<file path="src/rtl/gpio_pkg.sv">
// Shared definitions for the GPIO controller: register address map and bus widths.
package gpio_pkg;

    localparam int ADDR_W = 3;

    typedef enum logic [ADDR_W-1:0] {
        GPIO_IN      = 3'd0,
        GPIO_OUT     = 3'd1,
        GPIO_DIR     = 3'd2,
        GPIO_IRQ_EN  = 3'd3,
        GPIO_RISE_EN = 3'd4,
        GPIO_FALL_EN = 3'd5,
        GPIO_PEND    = 3'd6,
        GPIO_TOGGLE  = 3'd7
    } gpio_addr_e;

endpackage

</file>
<file path="src/rtl/gpio_sync.sv">
// Per-pin multi-flop synchroniser for asynchronous GPIO inputs, clocked on the falling edge.
module gpio_sync #(
    parameter int WIDTH       = 8,
    parameter int SYNC_STAGES = 2
) (
    input  logic             clk,
    input  logic             rst,
    input  logic [WIDTH-1:0] pins,
    output logic [WIDTH-1:0] synced
);

    genvar gi;
    generate
        for (gi = 0; gi < WIDTH; gi++) begin : g_bit
            logic [SYNC_STAGES-1:0] chain_reg;

            always_ff @(negedge clk or negedge rst) begin
                if (!rst) begin
                    chain_reg <= '0;
                end else begin
                    chain_reg <= {chain_reg[SYNC_STAGES-2:0], pins[gi]};
                end
            end

            assign synced[gi] = chain_reg[SYNC_STAGES-1];
        end
    endgenerate

endmodule

</file>
<file path="src/rtl/gpio_ctrl.sv">
// Memory-mapped GPIO controller: direction/output registers, atomic toggle,
// synchronised inputs with rising/falling edge capture and a maskable irq.
module gpio_ctrl
    import gpio_pkg::*;
#(
    parameter int WIDTH       = 8,
    parameter int SYNC_STAGES = 2
) (
    input  logic              clk,
    input  logic              rst,
    input  logic [ADDR_W-1:0] addr,
    input  logic              write,
    input  logic [WIDTH-1:0]  wdata,
    output logic [WIDTH-1:0]  rdata,
    input  logic [WIDTH-1:0]  gpio_in,
    output logic [WIDTH-1:0]  gpio_out,
    output logic [WIDTH-1:0]  gpio_oe,
    output logic              irq
);

    logic [WIDTH-1:0] sync_val;

    logic [WIDTH-1:0] out_reg,     out_next;
    logic [WIDTH-1:0] dir_reg,     dir_next;
    logic [WIDTH-1:0] irq_en_reg,  irq_en_next;
    logic [WIDTH-1:0] rise_en_reg, rise_en_next;
    logic [WIDTH-1:0] fall_en_reg, fall_en_next;
    logic [WIDTH-1:0] pend_reg,    pend_next;
    logic [WIDTH-1:0] prev_reg;
    logic [WIDTH-1:0] pend_clr;
    logic [WIDTH-1:0] edge_hit;

    gpio_sync #(
        .WIDTH       (WIDTH),
        .SYNC_STAGES (SYNC_STAGES)
    ) u_sync (
        .clk    (clk),
        .rst    (rst),
        .pins   (gpio_in),
        .synced (sync_val)
    );

    // Output-driven pins are still sampled, so loopback self-test can see its own edges.
    genvar gi;
    generate
        for (gi = 0; gi < WIDTH; gi++) begin : g_edge
            assign edge_hit[gi] = (sync_val[gi] & ~prev_reg[gi] & rise_en_reg[gi])
                                | (~sync_val[gi] & prev_reg[gi] & fall_en_reg[gi]);
        end
    endgenerate

    always_comb begin
        out_next     = out_reg;
        dir_next     = dir_reg;
        irq_en_next  = irq_en_reg;
        rise_en_next = rise_en_reg;
        fall_en_next = fall_en_reg;
        pend_clr     = '0;
        if (write) begin
            case (gpio_addr_e'(addr))
                GPIO_OUT:     out_next     = wdata;
                GPIO_DIR:     dir_next     = wdata;
                GPIO_IRQ_EN:  irq_en_next  = wdata;
                GPIO_RISE_EN: rise_en_next = wdata;
                GPIO_FALL_EN: fall_en_next = wdata;
                GPIO_PEND:    pend_clr     = wdata;
                GPIO_TOGGLE:  out_next     = out_reg ^ wdata;
                default:      ;
            endcase
        end
        // New edges are OR-ed in after the clear so a simultaneous set wins.
        pend_next = (pend_reg & ~pend_clr) | edge_hit;
    end

    always_ff @(negedge clk or negedge rst) begin
        if (!rst) begin
            out_reg     <= '0;
            dir_reg     <= '0;
            irq_en_reg  <= '0;
            rise_en_reg <= '0;
            fall_en_reg <= '0;
            pend_reg    <= '0;
            prev_reg    <= '0;
        end else begin
            out_reg     <= out_next;
            dir_reg     <= dir_next;
            irq_en_reg  <= irq_en_next;
            rise_en_reg <= rise_en_next;
            fall_en_reg <= fall_en_next;
            pend_reg    <= pend_next;
            prev_reg    <= sync_val;
        end
    end

    always_comb begin
        rdata = '0;
        case (gpio_addr_e'(addr))
            GPIO_IN:      rdata = sync_val;
            GPIO_OUT:     rdata = out_reg;
            GPIO_DIR:     rdata = dir_reg;
            GPIO_IRQ_EN:  rdata = irq_en_reg;
            GPIO_RISE_EN: rdata = rise_en_reg;
            GPIO_FALL_EN: rdata = fall_en_reg;
            GPIO_PEND:    rdata = pend_reg;
            GPIO_TOGGLE:  rdata = '0;
            default:      rdata = '0;
        endcase
    end

    assign gpio_out = out_reg;
    assign gpio_oe  = dir_reg;
    assign irq      = |(pend_reg & irq_en_reg);

endmodule

</file>
<file path="config.mk">
export PLATFORM = sky130hd
export DESIGN_NAME = gpio_ctrl
export DESIGN_NICKNAME = d
export VERILOG_FILES = /design/src/rtl/gpio_pkg.sv /design/src/rtl/gpio_sync.sv /design/src/rtl/gpio_ctrl.sv
export SDC_FILE = /design/constraint.sdc
export NUM_CORES = 1
export LEC_CHECK = 0
export CAP_MARGIN = 30
export CORE_UTILIZATION = 30
export CTS_CLUSTER_DIAMETER = 80
export DETAILED_ROUTE_END_ITERATION = 7
export GPL_TIMING_DRIVEN = 0
export HOLD_SLACK_MARGIN = 0.05
export PLACE_DENSITY = 0.51
export SYNTH_ARGS = -nofsm -noshare
export SYNTH_HDL_FRONTEND = slang
export SYNTH_SLANG_ARGS = --single-unit
</file>
<file path="constraint.sdc">
create_clock -name clk -period 2.2 [get_ports clk]
set_clock_uncertainty 0.15 [all_clocks]
set_input_delay 0.44 -clock clk [delete_from_list [all_inputs] [get_ports clk]]
set_output_delay 0.44 -clock clk [all_outputs]
set_load 0.02 [all_outputs]
</file>
; ---- After elaboration in Yosys (flattened, before gate mapping)
; Index checks and enable logic that the tools add are counted.
[totals]
reg_bits = 72
inputBits = 22
out_inout_bits = 25
wordCells = 95
[classes]
eq_ne = 7
mux = 4
bitwise_logic = 61
n_reduce_logical = 8
[op_table]
columns = cell, n
row1 = 8-bit one-hot mux with 8 select lines, 1
row2 = 1-bit bitwise AND, 32
row3 = 8-bit bitwise AND, 2
row4 = 8-bit two-way mux, 2
row5 = 1-bit inverter, 16
row6 = 8-bit one-hot mux with 2 select lines, 1
row7 = "3-bit equality test, second input constant", 4
row8 = 2-bit AND reduction, 5
row9 = 8-bit inverter, 1
row10 = 1-bit bitwise OR, 8
row11 = 8-bit bitwise OR, 1
row12 = 8-bit OR reduction, 1
row13 = 8-bit bitwise XOR, 1
row14 = "3-bit by 2-bit equality test with 1-bit output, second input constant", 2
row15 = "3-bit by 1-bit equality test with 1-bit output, second input constant", 1
row16 = 3-bit zero test, 1
row17 = 2-bit nonzero test, 1

; ---- Longest topological paths before layout
[depth]
depth_word = 6
depth_mapped = 6
mapped_depth_nobuf = 4

; ---- Cells and area by module
; From an unflattened synthesis, not the netlist that was laid out.
[hier_totals]
hier_cells = 296
hier_area_um2 = 3482.1
[modules_own_cells]
columns = module, instances, cells_each, area_per_inst_um2, seq_area_each_um2
row1 = gpio_ctrl, 1, 272, 3021.6, 1401.3
row2 = gpio_sync, 1, 24, 460.4, 400.4

==> metrics.csv <==
metric;value;unit
outcome;finished, violations left;
violations in the final reports;negative setup slack;
number of antenna violations at the first check in global routing;0;
net count after synthesis;311;
maximum clock insertion buffer count;2;
top cells by instance count after synthesis;72 x dfrtn_1, 37 x nand2_1, 28 x mux2_2;
path type of the worst setup path;flip-flop to output port;
layout overhead on the synthesized area;48.4;%
H-tree depth;3;
count of warnings emitted by yosys;0;
total global routing overflow;0;
unrepaired setup endpoints after global routing;yes;
highest fanout seen on the critical path;2;
global-route wire length before repair;16100;um
most common cell in the synthesized netlist;dfrtn_1;
worst vdd ir;0.000414;V
fin worst setup slack;-1.01;ns
post-detailed-route via-to-cell ratio;5.18;
type of element launching the critical path;flip-flop;
mean post-synth cell area;11.7;sq um
drt wl/cell;19.5;um
type of element capturing the critical path;output port;
final cell utilization of the core;46.1;%
number of buffers added on ports;44;
share of cells above drive strength 1;49.1;%
root cell of the clock tree;clkbuf_16;
site row count;38;
1st-pass router iterations;4;
max-slew violation count;0;
total inserted antenna cells;0;
placer congestion estimate;0.765;
number of sinks driven by the clock tree;72;
Die Outline Area;11700;sq um
number of nets in the finished design;409;
die span in x;108;um
post-route ant nets;0;
vias in the first global route;2839;
boundary pin count;47;
flops & latches, synth;72;
data arrival time at the worst-slack endpoint;2.62;ns
top area cells in the synthesized netlist;dfrtn_1 53%, mux2_2 9.3%, nand2_1 4.1%, mux2_4 3.5%, a21oi_1 2.9%;
CTS tree;done;
leak pwr;0.00219;uW
number of enable flip-flop cells after synthesis;0;
drc violations;0;
CP peak stage delay;0.35;ns
Slowest-stage cell, CP;dfrtn_1;
core box area;10900;sq um
number of flip-flops in the largest register;16;
overall die height;108;um
reg2reg setup slack;0.80;ns
leading register cell type out of synthesis;dfrtn_1;
total wirelength of the detailed-routed design;10400;um
placement-stage worst setup slack;-1.37;ns
fraction of the yosys area taken by sequential cells;53.1;%
DRT iter0 DRCs;115;
DP Cell Count;474;
pin count of the biggest net entering global routing;44;
power density normalized to cell area;833;nW/um^2
hpwl dp;6260;um
Synth Cell Area;3390;sq um
overall track demand over capacity in global routing;19.1;%
proportion of register bits with asynchronous set or reset after synthesis;100;%
Inserted Clock Buffers;9;
measured slew at the worst slew-check pin;0.610;ns
cells after synthesis;289;
Reg clk slew, reported paths;0.04;ns
critical path cell sequence;mux2_4, a222oi_1, nor2_1, buf_4;
initial standard-cell utilization of the core;31.0;%
final number of setup-violating endpoints;73;
Min-Delay Path Class;flip-flop to flip-flop;
total count of hold-check failures in the final report;0;
Req. time, crit path;1.61;ns
final std cells w/o fill;531;
maximum capacitance violations;0;
share of the synthesized area in the top cell type;53.1;%
Via Count;2751;
normalized max-slew margin;59.2;%
worst-skew pair later-pin latency;0.35;ns
top cell type by total area after synthesis;dfrtn_1;
unique cell type count in the Yosys netlist;41;
==> path summary, 6_finish.rpt <==
| check | cells past startpoint | startpoint | endpoint |
|---|---|---|---|
| max | 4 | gpio_out[7] | rdata[7] |
| min | 0 | u_sync.g_bit[5].chain_reg[0] | u_sync.g_bit[5].chain_reg[1] |
| max reg2reg | 6 | gpio_out[1] | gpio_out[1] |
| min reg2reg | 0 | u_sync.g_bit[5].chain_reg[0] | u_sync.g_bit[5].chain_reg[1] |
| max in group asynchronous | 2 | rst | rise_en_reg[3] |
| min in group asynchronous | 1 | rst | u_sync.g_bit[5].chain_reg[0] |
==> metrics by stage <==
| stage | power [uW] | setup TNS, ns | area, sq um | hold WS, ns |
|---|---|---|---|---|
| 3_3_place_gp | 2550 | -297.38 | 4170 | 0.142 |
| 6_report | 4190 | -26.06 | 5040 | 0.141 |
| 3_5_place_dp | 2570 | -75.43 | 4190 | 0.146 |
| 4_1_cts | 4150 | -25.33 | 4830 | 0.146 |
| 5_1_grt | 4390 | -28.30 | 5040 | 0.150 |
| 2_1_floorplan | 2210 | -25.67 | 3550 | 0.142 |
==> logic make-up after synthesis <==
family | synth area share (%)
flops | 53.1
compound gates | 15.3
mux | 14.0
simple gates | 13.7
buf+inv | 3.91
==> cells in the final DEF (no fill, tap or decap), types with 6 or more instances in the layout <==
cell / netlist / routed
nor2_1: 10 / 10
buf_6: 6 / 33
a21oi_1: 20 / 12
mux2_4: 8 / 27
buf_4: 2 / 40
nand3b_1: 8 / 8
a21oi_2: 0 / 8
dfrtn_1: 72 / 72
or3_1: 8 / 6
a22o_1: 6 / 6
nand2_2: 0 / 9
o211ai_1: 12 / 12
mux2_2: 28 / 9
nand2_1: 37 / 25
clkdlybuf4s50_1: 0 / 8
clkbuf_16: 0 / 9
buf_2: 7 / 11
==> where the power goes <==
part	switching, uW	internal (uW)	total, uW	leakage [uW]
registers	172	1540	1710	0.000849
clock network	546	901	1450	0.000139
logic	454	584	1040	0.00120
total	1170	3020	4190	0.00219
==> cell type report <==
class | instances | area, sq um
Inverter | 4 | 31.3
Fill cell | 1013 | 5900
Buffer | 15 | 173
Multi-Input combinational cell | 198 | 1750
Tap cell | 140 | 175
Timing Repair Buffer | 87 | 821
Clock inverter | 3 | 42.5
Clock buffer | 12 | 246
Sequential cell | 72 | 1800
==> repair_timing <==
| action | 4_1_cts | 5_1_grt |
|---|---|---|
| resized for setup | 224 | 28 |
| setup buffers | 30 | 12 |
| hold buffers | 0 | 0 |
| pin swaps | 12 | 12 |
| endpoints found under the setup margin | 73 | 73 |
| endpoints found under the hold margin | 0 | 0 |
| gates cloned | 1 | 0 |
==> metal layers <==
metal  global-route usage, %  part of all wire (%)  vias up
met2                    30.1                    47       81
met3                    3.98                   7.1       15
met1                    25.8                    44     1379
li1                        -                     -     1276
met4                    6.95                   1.7        0
met5                       0                     0        -
==> critical path, delay by kind of cell, from the launching register on <==
| family | cells | cell delay (ns) |
|---|---|---|
| flops | 1 | 0.35 |
| compound gates | 1 | 0.29 |
| mux | 1 | 0.27 |
| buf+inv | 1 | 0.17 |
| simple gates | 1 | 0.09 |
No activity file was read; power rests on OpenSTA's default activity.
